### src/rtl/decode_stage_pipe.sv
// Decode stage: register file with write-back bypass, immediate sign extension, load-use hazard detection, ID/EX register.
// Latency: an accepted instruction appears on ex_* one cycle later; throughput 1/cycle absent hazards and stalls.
// Backpressure: ex_ready=0 holds ID/EX and drops in_ready; a load-use hazard inserts one bubble; flush always accepts.
// Optional: define DECODE_R0_ZERO_EN to hard-wire register 0 to zero (reads, bypass, write-back and hazard compare).
module decode_stage_pipe #(
    parameter int WIDTH  = 16,
    parameter int N_REGS = 8,
    parameter int INST_W = 16,
    parameter int IMM_W  = 10,
    parameter int CTRL_W = 5,
    localparam int AW    = $clog2(N_REGS)
) (
    input  logic              clk,
    input  logic              rst,
    input  logic              in_valid,
    output logic              in_ready,
    input  logic [INST_W-1:0] instruction,
    input  logic [CTRL_W-1:0] ctrl_in,
    input  logic              flush,
    input  logic              wb_en,
    input  logic [AW-1:0]     wb_addr,
    input  logic [WIDTH-1:0]  wb_data,
    output logic              ex_valid,
    input  logic              ex_ready,
    output logic [CTRL_W-1:0] ex_ctrl,
    output logic [WIDTH-1:0]  ex_rdata1,
    output logic [WIDTH-1:0]  ex_rdata2,
    output logic [WIDTH-1:0]  ex_imm,
    output logic [AW-1:0]     ex_rs1,
    output logic [AW-1:0]     ex_rs2,
    output logic [AW-1:0]     ex_rd
);

    // Fixed control-bundle bit positions; the remaining bits travel through untouched.
    localparam int CTRL_MEM_READ = 1;

    // ------------------------------------------------------------------
    // Instruction field extraction (rd shares the rs1 field)
    // ------------------------------------------------------------------
    logic [AW-1:0]    rs1;
    logic [AW-1:0]    rs2;
    logic [IMM_W-1:0] imm;
    logic [WIDTH-1:0] imm_ext;

    assign rs1     = instruction[INST_W-1 -: AW];
    assign rs2     = instruction[INST_W-AW-1 -: AW];
    assign imm     = instruction[IMM_W-1:0];
    assign imm_ext = WIDTH'($signed(imm));

    // ------------------------------------------------------------------
    // Register file
    // ------------------------------------------------------------------
    logic [WIDTH-1:0] regs_q [N_REGS];
    logic [WIDTH-1:0] regs_d [N_REGS];
    logic             wb_write;
    logic [WIDTH-1:0] rdata1;
    logic [WIDTH-1:0] rdata2;

`ifdef DECODE_R0_ZERO_EN
    assign wb_write = wb_en && (wb_addr != '0);
`else
    assign wb_write = wb_en;
`endif

    // Next register-file contents: one write port from write-back.
    always_comb begin
        for (int i = 0; i < N_REGS; i++) begin
            regs_d[i] = regs_q[i];
        end
        if (wb_write) begin
            regs_d[wb_addr] = wb_data;
        end
    end

    // Register-file storage; every entry clears on reset.
    always_ff @(posedge clk or negedge rst) begin
        if (!rst) begin
            for (int i = 0; i < N_REGS; i++) begin
                regs_q[i] <= '0;
            end
        end else begin
            for (int i = 0; i < N_REGS; i++) begin
                regs_q[i] <= regs_d[i];
            end
        end
    end

    // Combinational operand reads with same-cycle write-back bypass.
    always_comb begin
        rdata1 = regs_q[rs1];
        rdata2 = regs_q[rs2];
        if (wb_en && (wb_addr == rs1)) begin
            rdata1 = wb_data;
        end
        if (wb_en && (wb_addr == rs2)) begin
            rdata2 = wb_data;
        end
`ifdef DECODE_R0_ZERO_EN
        if (rs1 == '0) begin
            rdata1 = '0;
        end
        if (rs2 == '0) begin
            rdata2 = '0;
        end
`endif
    end

    // ------------------------------------------------------------------
    // Hazard detection and handshake
    // ------------------------------------------------------------------
    logic              ex_valid_q, ex_valid_d;
    logic [CTRL_W-1:0] ex_ctrl_q,  ex_ctrl_d;
    logic [WIDTH-1:0]  ex_rdata1_q, ex_rdata1_d;
    logic [WIDTH-1:0]  ex_rdata2_q, ex_rdata2_d;
    logic [WIDTH-1:0]  ex_imm_q,   ex_imm_d;
    logic [AW-1:0]     ex_rs1_q,   ex_rs1_d;
    logic [AW-1:0]     ex_rs2_q,   ex_rs2_d;
    logic [AW-1:0]     ex_rd_q,    ex_rd_d;

    logic rd_match;
    logic hazard;
    logic advance;

`ifdef DECODE_R0_ZERO_EN
    assign rd_match = (ex_rd_q != '0) && ((ex_rd_q == rs1) || (ex_rd_q == rs2));
`else
    assign rd_match = (ex_rd_q == rs1) || (ex_rd_q == rs2);
`endif

    // A load still in ID/EX cannot supply its result to the instruction behind it.
    assign hazard   = ex_valid_q && ex_ctrl_q[CTRL_MEM_READ] && in_valid && rd_match;
    assign advance  = !ex_valid_q || ex_ready;
    // A flush drops the incoming instruction, so it is always "accepted".
    assign in_ready = flush || (advance && !hazard);

    // ID/EX next state: flush > stall > bubble > load > drain.
    always_comb begin
        ex_valid_d  = ex_valid_q;
        ex_ctrl_d   = ex_ctrl_q;
        ex_rdata1_d = ex_rdata1_q;
        ex_rdata2_d = ex_rdata2_q;
        ex_imm_d    = ex_imm_q;
        ex_rs1_d    = ex_rs1_q;
        ex_rs2_d    = ex_rs2_q;
        ex_rd_d     = ex_rd_q;
        if (flush) begin
            ex_valid_d = 1'b0;
        end else if (advance) begin
            if (hazard) begin
                // Bubble: data fields keep their values, only the valid drops.
                ex_valid_d = 1'b0;
            end else if (in_valid) begin
                ex_valid_d  = 1'b1;
                ex_ctrl_d   = ctrl_in;
                ex_rdata1_d = rdata1;
                ex_rdata2_d = rdata2;
                ex_imm_d    = imm_ext;
                ex_rs1_d    = rs1;
                ex_rs2_d    = rs2;
                ex_rd_d     = rs1;
            end else begin
                ex_valid_d = 1'b0;
            end
        end
    end

    // ID/EX pipeline register.
    always_ff @(posedge clk or negedge rst) begin
        if (!rst) begin
            ex_valid_q  <= 1'b0;
            ex_ctrl_q   <= '0;
            ex_rdata1_q <= '0;
            ex_rdata2_q <= '0;
            ex_imm_q    <= '0;
            ex_rs1_q    <= '0;
            ex_rs2_q    <= '0;
            ex_rd_q     <= '0;
        end else begin
            ex_valid_q  <= ex_valid_d;
            ex_ctrl_q   <= ex_ctrl_d;
            ex_rdata1_q <= ex_rdata1_d;
            ex_rdata2_q <= ex_rdata2_d;
            ex_imm_q    <= ex_imm_d;
            ex_rs1_q    <= ex_rs1_d;
            ex_rs2_q    <= ex_rs2_d;
            ex_rd_q     <= ex_rd_d;
        end
    end

    assign ex_valid  = ex_valid_q;
    assign ex_ctrl   = ex_ctrl_q;
    assign ex_rdata1 = ex_rdata1_q;
    assign ex_rdata2 = ex_rdata2_q;
    assign ex_imm    = ex_imm_q;
    assign ex_rs1    = ex_rs1_q;
    assign ex_rs2    = ex_rs2_q;
    assign ex_rd     = ex_rd_q;

endmodule

### config.mk
export PLATFORM = sky130hd
export DESIGN_NAME = decode_stage_pipe
export DESIGN_NICKNAME = d
export VERILOG_FILES = /design/src/rtl/decode_stage_pipe.sv
export SDC_FILE = /design/constraint.sdc
export NUM_CORES = 1
export LEC_CHECK = 0
export BUFFER_PORTS_ARGS = -buffer_cell sky130_fd_sc_hd__buf_2
export CORE_AREA = 3 3 223 116
export CTS_CLUSTER_SIZE = 16
export DETAILED_ROUTE_END_ITERATION = 8
export DIE_AREA = 0 0 226 119
export GPL_ROUTABILITY_DRIVEN = 1
export GPL_TIMING_DRIVEN = 0
export MAX_ROUTING_LAYER = met4
export SLEW_MARGIN = 20
export SYNTH_ARGS = -nofsm -noshare
export SYNTH_HDL_FRONTEND = slang
export SYNTH_SLANG_ARGS = --single-unit
### constraint.sdc
create_clock -name clk -period 2.8 [get_ports clk]
set_input_delay 0.42 -clock clk [delete_from_list [all_inputs] [get_ports clk]]
set_output_delay 0.42 -clock clk [all_outputs]
set_load 0.02 [all_outputs]
# Word-level counts from Yosys, hierarchy flattened
# Cells that the tools add are included.
# op_classes
n_mux,15
n_reduce_logical,14
n_bitwise,5
eq_ne,4
order_cmp,4
# op_table
op,n
bitwise mux 128 bit,1
2-to-1 mux 16 bit,7
binary-select mux 16 bit (select 3 bit),2
demux 16 bit (select 3 bit),1
equality test 3 bit,4
>= comparator 4 bit (second input constant),3
inverter 3 -> 4 bit,3
logical AND 1 bit,7
< comparator 4 x 1 -> 1 bit (second input constant),1
2-to-1 mux 1 bit,4
AND reduction 4 bit,1
logical OR 1 bit,3
logical NOT 1 bit,2
inverter 1 bit,2
nonzero test 2 bit,1
# word_totals
output_inout_bits,64
reg_bits,182
wordCells,57

# Depth between registers and ports, before layout
# Gate-level depths: netlist of run 1.
# logic_depth
word_depth,6
ltp_mapped,7
depth_no_buf,4

# Worst setup path after synthesis of run 1
# Ideal clock, no wire load.
# synth_timing
kind,input -> register
start,in instruction[15]
end,"reg ex_rdata1_q[7], in the netlist ex_rdata1[7]"
t_arrival_ps,2016
stages,6
slack_ps,659
required_ps,2675
path_cell_list,buf_2 -> clkbuf_1 -> mux4_2 -> mux2_2 -> mux2_2 -> mux2_2
# synth_via
elab_chain_cells,5
# synth_lines
element,line,source
start: declaration,17,"input logic [INST_W-1:0] instruction,"
inverter 3 -> 4 bit (not written as such) or equality test 3 bit (tied branches),"90, 127",
binary-select mux 16 bit (select 3 bit) or logical OR 1 bit (tied branches),"90, 127",
2-to-1 mux 16 bit (not written as such) or logical AND 1 bit (tied branches),"90, 131",
2-to-1 mux 16 bit (not written as such) or inverter 1 bit (tied branches),-,
2-to-1 mux 16 bit or AND reduction 4 bit (tied branches),-,
end signal: assignment,181,ex_rdata1_q <= ex_rdata1_d;
end: declaration,113,"logic [WIDTH-1:0] ex_rdata1_q, ex_rdata1_d;"
# Parallel ways exist; a longest one is shown, timed or not. The select of a mux whose other input is x is not followed.
# A chain may end at the register's enable or synchronous reset.

# Final worst setup path of run 1
# layout_timing
start,in instruction[12]
end,"reg ex_rdata2_q[10], in the netlist ex_rdata2[10]"
# layout_via
elab_chain_cells,5
# layout_lines
element,line,source
inverter 3 -> 4 bit (not written as such) or equality test 3 bit (tied branches),"91, 127",
binary-select mux 16 bit (select 3 bit) or logical OR 1 bit (tied branches),"91, 127",
2-to-1 mux 16 bit (not written as such) or logical AND 1 bit (tied branches),"91, 131",
2-to-1 mux 16 bit (not written as such) or inverter 1 bit (tied branches),-,
2-to-1 mux 16 bit or AND reduction 4 bit (tied branches),-,
end signal: assignment,182,ex_rdata2_q <= ex_rdata2_d;
end: declaration,114,"logic [WIDTH-1:0] ex_rdata2_q, ex_rdata2_d;"
# Parallel ways exist; a longest one is shown, timed or not. The select of a mux whose other input is x is not followed.

==> results of run 1 <==
synthesized netlist by cell type (all sizes together), types with 2 or more instances:
| library cell | n |
|---|---|
| nand4 | 3 |
| xnor2 | 6 |
| dfrtp | 182 |
| nand4b | 3 |
| nor3b | 2 |
| mux2 | 245 |
| nand2b | 2 |
| clkbuf | 16 |
| buf | 49 |
| xor2 | 6 |
| nor3 | 2 |
| mux4 | 64 |
metrics by stage:
| stage | area (um2) | util | std cells |
|---|---|---|---|
| CTS | 11000 | 0.4606 | 1020 |
| global placement | 10330 | 0.4329 | 986 |
| floorplan | 9524 | - | 588 |
| global route | 11000 | 0.4606 | 1020 |
| finish | 11000 | 0.4606 | 1020 |
| detailed placement | 10400 | 0.4358 | 988 |
routing by layer:
layer | global-route usage | share of wire
met1 | 0.2495 | 0.47
met2 | 0.2934 | 0.48
met3 | 0.03818 | 0.028
met4 | 0.04479 | 0.016
met5 | - | 0
logic make-up (layout without fill, tap and decap cells):
logic type | count (synthesis) | count (layout) | share of synthesized area
compound gates | 3 | 3 | 0.002496
xor+xnor | 12 | 12 | 0.01104
buf+inv | 66 | 183 | 0.03797
flops | 182 | 182 | 0.4782
mux | 309 | 309 | 0.4560
simple gates | 16 | 16 | 0.01432
repair_timing:
| item | in CTS | in global routing |
|---|---|---|
| hold endpoints to repair | 44 | 0 |
| endpoints found under the setup margin | 0 | 0 |
| hold buffers | 1 | 0 |
power by group through the flow:
| stage | clock network [W] | registers [W] | logic (W) |
|---|---|---|---|
| floorplan | 0 | 0.00397 | 0.00145 |
| global placement | 0 | 0.00370 | 0.00238 |
| detailed placement | 0 | 0.00374 | 0.00243 |
| CTS | 0.00247 | 0.00370 | 0.00244 |
| global route | 0.00258 | 0.00380 | 0.00258 |
| finish | 0.00242 | 0.00370 | 0.00240 |
flip-flops by register name, indices dropped and copies added (netlist names):
register,flops
regs_q,128
ex_valid,1
ex_rdata1,16
ex_rd,3
ex_rdata2,16
ex_imm,10
ex_rs2,3
ex_ctrl,5
cell type report:
cell class,instances,area [um2]
Fill cell,2084,12880
Inverter,1,3.754
Timing Repair Buffer,86,490.5
Tap cell,315,394.1
Buffer,65,357.8
Clock inverter,12,130.1
Clock buffer,19,452.9
Multi-Input combinational cell,340,4613
Sequential cell,182,4554
final timing paths:
kind | from | end | slack [ns] | depth (start not counted)
max in group asynchronous | rst | regs_q[44]$_DFFE_PN0P_ | 1.62 | 3
worst max register to register | ex_rd[2]$_DFFE_PN0P_ | ex_rdata2[13]$_DFFE_PN0P_ | 0.52 | 6
min in group asynchronous | rst | ex_rdata1[4]$_DFFE_PN0P_ | 0.46 | 2
worst min-delay path | flush | ex_valid$_DFFE_PN0P_ | 0.19 | 2
worst min register to register | ex_rdata1[10]$_DFFE_PN0P_ | ex_rdata1[10]$_DFFE_PN0P_ | 0.50 | 1
worst max-delay path | instruction[12] | ex_rdata2[10]$_DFFE_PN0P_ | 0.45 | 6
==> qor.csv, run 1 <==
metric;value;unit
period_minus_slack;2.347;ns
crit_path_max_fanout;10;
cts_max_level;4;
synth.largest_area_cell;dfrtp_1;
arrival;2.67;ns
totalPowerFinal;0.008515;W
min_period_over_period;0.8384;
synthTopCellsByArea;dfrtp_1 48%, mux2_2 29%, mux4_1 10%;
clkSinkCount;182;
cts.path.max_buffers;2;
area_growth;15.46;%
seq_power_share;0.434;
critPathLaunchType;input port;
critPathBufInv;2;
worstSkewPairLatency;0.44;ns
crit_path_top_delay_cell;clkbuf_1;
rsz0062_at_grt;false;
layout_common_cells;245 x mux2_2, 182 x dfrtp_1, 98 x buf_2, 38 x mux4_1, 26 x mux4_2;
postCtsSetupBuffers;0;
maxSlewViolCount;0;
cts_buffers;17;
track_usage;0.1862;
yosysWarnings;0;
outcome;complete, no violations;
tns;0;ns
ir_worst_vdd;365.5;uV
dr.first_iter.drc_count;301;
num_antenna_cells;0;
hp-class;in2reg;
initial_core_util;0.3990;
root_buffer;clkbuf_16;
synthFlopType;dfrtp_1;
rows;40;
synth.distinct_cells;26;
mostFrequentLayoutCell;mux2_2;
crit_path_end_kind;flop;
intPower;0.005995;W
finalWorstSetupSlack;0.4526;ns
grt_pass1_vias;5962;
cp.required;3.13;ns
max_stage_delay;0.80;ns
hold_violations;0;
holdWs;0.1945;ns
dieHeight;119;um
io_pins;110;
core;23870;um2
grt_overflow;0;
hpwl;15210;um
wire_per_inst;23.17;um
ant_nets;0;
fmax;426.0;MHz
die-area;26890;um2
synth_top_area_share;0.4782;
crit_chain;buf_2 > clkbuf_1 > mux4_2 > mux2_2 > mux2_2 > mux2_2;
syn_area;9524;um2
syn_avg_cell_area;16.20;um2
path_common_cell;mux2_2;
place_ws;0.03752;ns
drive_above_1_share;0.6043;
critPathTopFamily;multiplexers;
synth_seq_area_share;0.4782;
p_clk_frac;0.284;
synth_edf_count;0;
grt_pass1_wl;36170;um
drcViolationCount;0;
netSwitchingFraction;0.2960;
max_cap_violations;0;
cts_resized;0;
routed_wl;23630;um
via_count;5673;
switchingPower;0.002520;W
setup_viol;0;
yosys_register_bits;182;
io_buffers;83;
clock_skew;0.007955;ns
synth_cells;588;
max-slew-margin-rel;0.2927;
p_per_area;774.3;nW/um2
drt-pass1-iter-count;4;
cts_tree;done;
place_congestion;0.7632;
vias_per_cell;5.562;
p_leak;4.720;nW
grt_max_degree;74;
synth_nets;634;
die_w;226;um
max_slew.worst_pin.slew;1.055;ns
clkTransAtPathRegs;0.07;ns
grt_antenna_before_repair;0;
comb_power_share;0.282;
async_flop_share;1.000;
worstSetupPathType;in2reg;
finalNetCount;739;
(Power assumes the default switching activity.)
==> inputs of run 2 (changes only) <==
- ABC_AREA: not set -> 1
- CORE_AREA: 3 3 223 116 -> 3 3 222 115
- DIE_AREA: 0 0 226 119 -> 0 0 225 118
- clock period: 2.8 -> 2.39 ns (I/O delays scaled with it)
==> qor.csv, run 2 <==
metric;value;unit;change
postCtsSetupBuffers;0;;unchanged
setup_viol;0;;unchanged
worstSkewPairLatency;0.45;ns;was 0.44 ns
via_count;9661;;was 5673
die_w;225;um;was 226 um
crit_end;in_ready;;was ex_rdata2[10]$_DFFE_PN0P_
rr_worst_depth;9;;was 6
drive_above_1_share;0.1507;;was 0.6043
layout_common_cells;574 x nand2_1, 221 x nand3_1, 182 x dfrtp_1, 128 x buf_2, 126 x o21ai_0;;was 245 x mux2_2, 182 x dfrtp_1, 98 x buf_2, 38 x mux4_1, 26 x mux4_2
core;23770;um2;was 23870 um2
clkSinkCount;182;;unchanged
period_minus_slack;2.184;ns;
mostFrequentLayoutCell;nand2_1;;was mux2_2
io_buffers;105;;was 83
top_register;regs_q;;unchanged
maxSlewViolCount;0;;unchanged
synthTopCellsByArea;dfrtp_1 48%, nand2_1 23%, nand3_1 12%;;was dfrtp_1 48%, mux2_2 29%, mux4_1 10%
ir_worst_vdd;483.2;uV;was 365.5 uV
place_ws;0.4435;ns;was 0.03752 ns
cts_tree;done;;unchanged
synth_seq_area_share;0.4794;;was 0.4782
num_antenna_cells;0;;unchanged
p_leak;5.562;nW;was 4.720 nW
clock_skew;0.01207;ns;was 0.007955 ns
synth_edf_count;0;;unchanged
finalWorstSetupSlack;0.2064;ns;was 0.4526 ns
comb_power_share;0.243;;was 0.282
fillers;2434;;was 2084
intPower;0.006089;W;was 0.005995 W
synth_top_area_share;0.4794;;was 0.4782
r2r_slack;0.61;ns;was 0.52 ns
critPathLaunchType;flop;;was input port
grt_pass1_wl;55410;um;was 36170 um
dr.first_iter.drc_count;1469;;was 301
syn_area;9500;um2;was 9524 um2
synth_mux_area_frac;0;;was 0.4560
place_congestion;0.9650;;was 0.7632
fmax;458.0;MHz;
cts_resized;0;;unchanged
hp-class;in2reg;;unchanged
area_growth;16.38;%;was 15.46%
ant_nets;0;;unchanged
synth_cells;1308;;was 588
cp.required;2.03;ns;was 3.13 ns
root_buffer;clkbuf_16;;unchanged
yosys.area_share.simple;0.3572;;was 0.01432
synth_top_family_by_area;simple AND/OR/NAND/NOR gates;;was multiplexers
yosysWarnings;0;;unchanged
crit_path_end_kind;output port;;was flop
p_per_area;851.0;nW/um2;was 774.3 nW/um2
netSwitchingFraction;0.3529;;was 0.2960
multiInputGateArea;4249;um2;was 4613 um2
synth_xor_area_frac;0;;was 0.01104
p_clk_frac;0.310;;was 0.284
wire_per_inst;21.44;um;was 23.17 um
crit_path_max_fanout;6;;was 10
syn_avg_cell_area;7.263;um2;was 16.20 um2
rr_endpoint;ex_rs2[1]$_DFFE_PN0P_;;was ex_rdata2[13]$_DFFE_PN0P_
switchingPower;0.003320;W;was 0.002520 W
grt_antenna_before_repair;0;;unchanged
synth_common_cells;574 x nand2_1, 221 x nand3_1, 182 x dfrtp_1, 126 x o21ai_0, 33 x clkbuf_1;;was 245 x mux2_2, 182 x dfrtp_1, 38 x mux4_1, 26 x mux4_2
die-area;26550;um2;was 26890 um2
synth.distinct_cells;20;;was 26
async_flop_share;1.000;;unchanged
largest_register_ffs;128;;unchanged
initial_core_util;0.3996;;was 0.3990
fin_util;0.4651;;was 0.4606
max_slew.worst_pin.slew;0.7461;ns;was 1.055 ns
synthFlopType;dfrtp_1;;unchanged
synth_compound_area_frac;0.09008;;was 0.002496
outcome;complete, no violations;;unchanged
min_period_over_period;0.9136;;
arrival;1.83;ns;was 2.67 ns
rows;40;;unchanged
io_pins;110;;unchanged
r2r_start;ex_rd[0]$_DFFE_PN0P_;;was ex_rd[2]$_DFFE_PN0P_
finalNetCount;1480;;was 739
yosys_register_bits;182;;unchanged
drcViolationCount;0;;unchanged
vias_per_cell;5.483;;was 5.562
max_cap_violations;0;;unchanged
synth.largest_area_cell;dfrtp_1;;unchanged
routed_wl;37780;um;was 23630 um
hpwl;28450;um;was 15210 um
rsz0062_at_grt;false;;unchanged
seq_power_share;0.447;;was 0.434
dieHeight;118;um;was 119 um
grt_pass1_vias;8383;;was 5962
startpoint;ex_rd[0]$_DFFE_PN0P_;;was instruction[12]
holdBufCountCts;1;;unchanged
synthAdderAreaFrac;0;;unchanged
max-slew-margin-rel;0.5026;;was 0.2927
grt_overflow;0;;unchanged
synth_most_common_cell;nand2_1;;was mux2_2
cts_max_level;4;;unchanged
drt-pass1-iter-count;5;;was 4
holdWs;0.1027;ns;was 0.1945 ns
synth_nets;1354;;was 634
grt_max_degree;97;;was 74
cts_buffers;17;;unchanged
hold_violations;0;;unchanged
clkTransAtPathRegs;0.07;ns;about the same
track_usage;0.2937;;was 0.1862
worstSetupPathType;reg2out;;was in2reg
seqCellArea;4554;um2;unchanged
cts.path.max_buffers;2;;unchanged
==> run 2: changes by cell type after synthesis, moves of 14 or more <==
cell and delta:
clkbuf_1 +17, mux4_1 -38, inv_2 +14, inv_1 +17, nor2_1 +25, nand2_1 +573
mux4_2 -26, o21ai_1 +22, a21oi_1 +16, mux2_2 -245, o21ai_0 +125, nand3_1 +220
==> run 2: routing by layer <==
layer	share of wire	GRT usage
met1	0.50	0.4761
met4	0.0069	0.04798
met5	0	-
met2	0.37	0.3558
met3	0.12	0.08124
==> run 2: area by class of cell <==
cell class / instances / area share
well taps: 315 / 0.03565
clock buffers: 20 / 0.03949
flip-flops and latches: 182 / 0.4119
multi-input cells: 993 / 0.3843
repair buffers: 107 / 0.05183
clock inverters: 12 / 0.01381
inverters: 36 / 0.01313
plain buffers: 97 / 0.04990
==> run 2: metrics by stage <==
| stage | setup TNS [ns] | std cells | cell area [um2] | power (W) |
|---|---|---|---|---|
| floorplan | 0 | 1308 | 9500 | 0.005499 |
| global placement | -374.79 | 1728 | 10420 | 0.006415 |
| detailed placement | 0 | 1729 | 10460 | 0.006479 |
| CTS | 0 | 1762 | 11060 | 0.009386 |
| global route | 0 | 1762 | 11060 | 0.009874 |
| finish | 0 | 1762 | 11060 | 0.009409 |
==> run 2: power by group through the flow <==
stage / combinational (W) / clock [W] / sequential, W
final: 0.00229 / 0.00292 / 0.00420
after global routing: 0.00253 / 0.00308 / 0.00426
after CTS: 0.00226 / 0.00295 / 0.00418
after detailed placement: 0.00225 / 0 / 0.00423
after global placement: 0.00221 / 0 / 0.00421
after floorplan: 0.00122 / 0 / 0.00428
==> run 2: worst min-delay path by stage <==
stage | startpoint | endpoint | slack, ns | cells past startpoint
after floorplan | rst | ex_ctrl[0]$_DFFE_PN0P_ | 0.06 | 0
after detailed placement | rst | ex_rdata2[11]$_DFFE_PN0P_ | 0.42 | 1
after CTS | instruction[0] | ex_imm[0]$_DFFE_PN0P_ | 0.09 | 3
after global placement | ex_ctrl[3]$_DFFE_PN0P_ | ex_ctrl[3]$_DFFE_PN0P_ | 0.46 | 2
after global routing | instruction[7] | ex_imm[7]$_DFFE_PN0P_ | 0.11 | 3
final | instruction[7] | ex_imm[7]$_DFFE_PN0P_ | 0.10 | 3
==> run 2: cell families after synthesis <==
family	after synthesis
simple gates	825
flops	182
compound gates	168
buf+inv	133
==> run 2: critical path, stage by stage, from the launching register on <==
cell     delay, ns
dfrtp_1       0.53
inv_1         0.10
nand2_1       0.08
nand2_1       0.05
nand3_1       0.08
nand2_1       0.11
nand2_2       0.10
nand2_1       0.08
nand2_1       0.08
buf_2         0.17
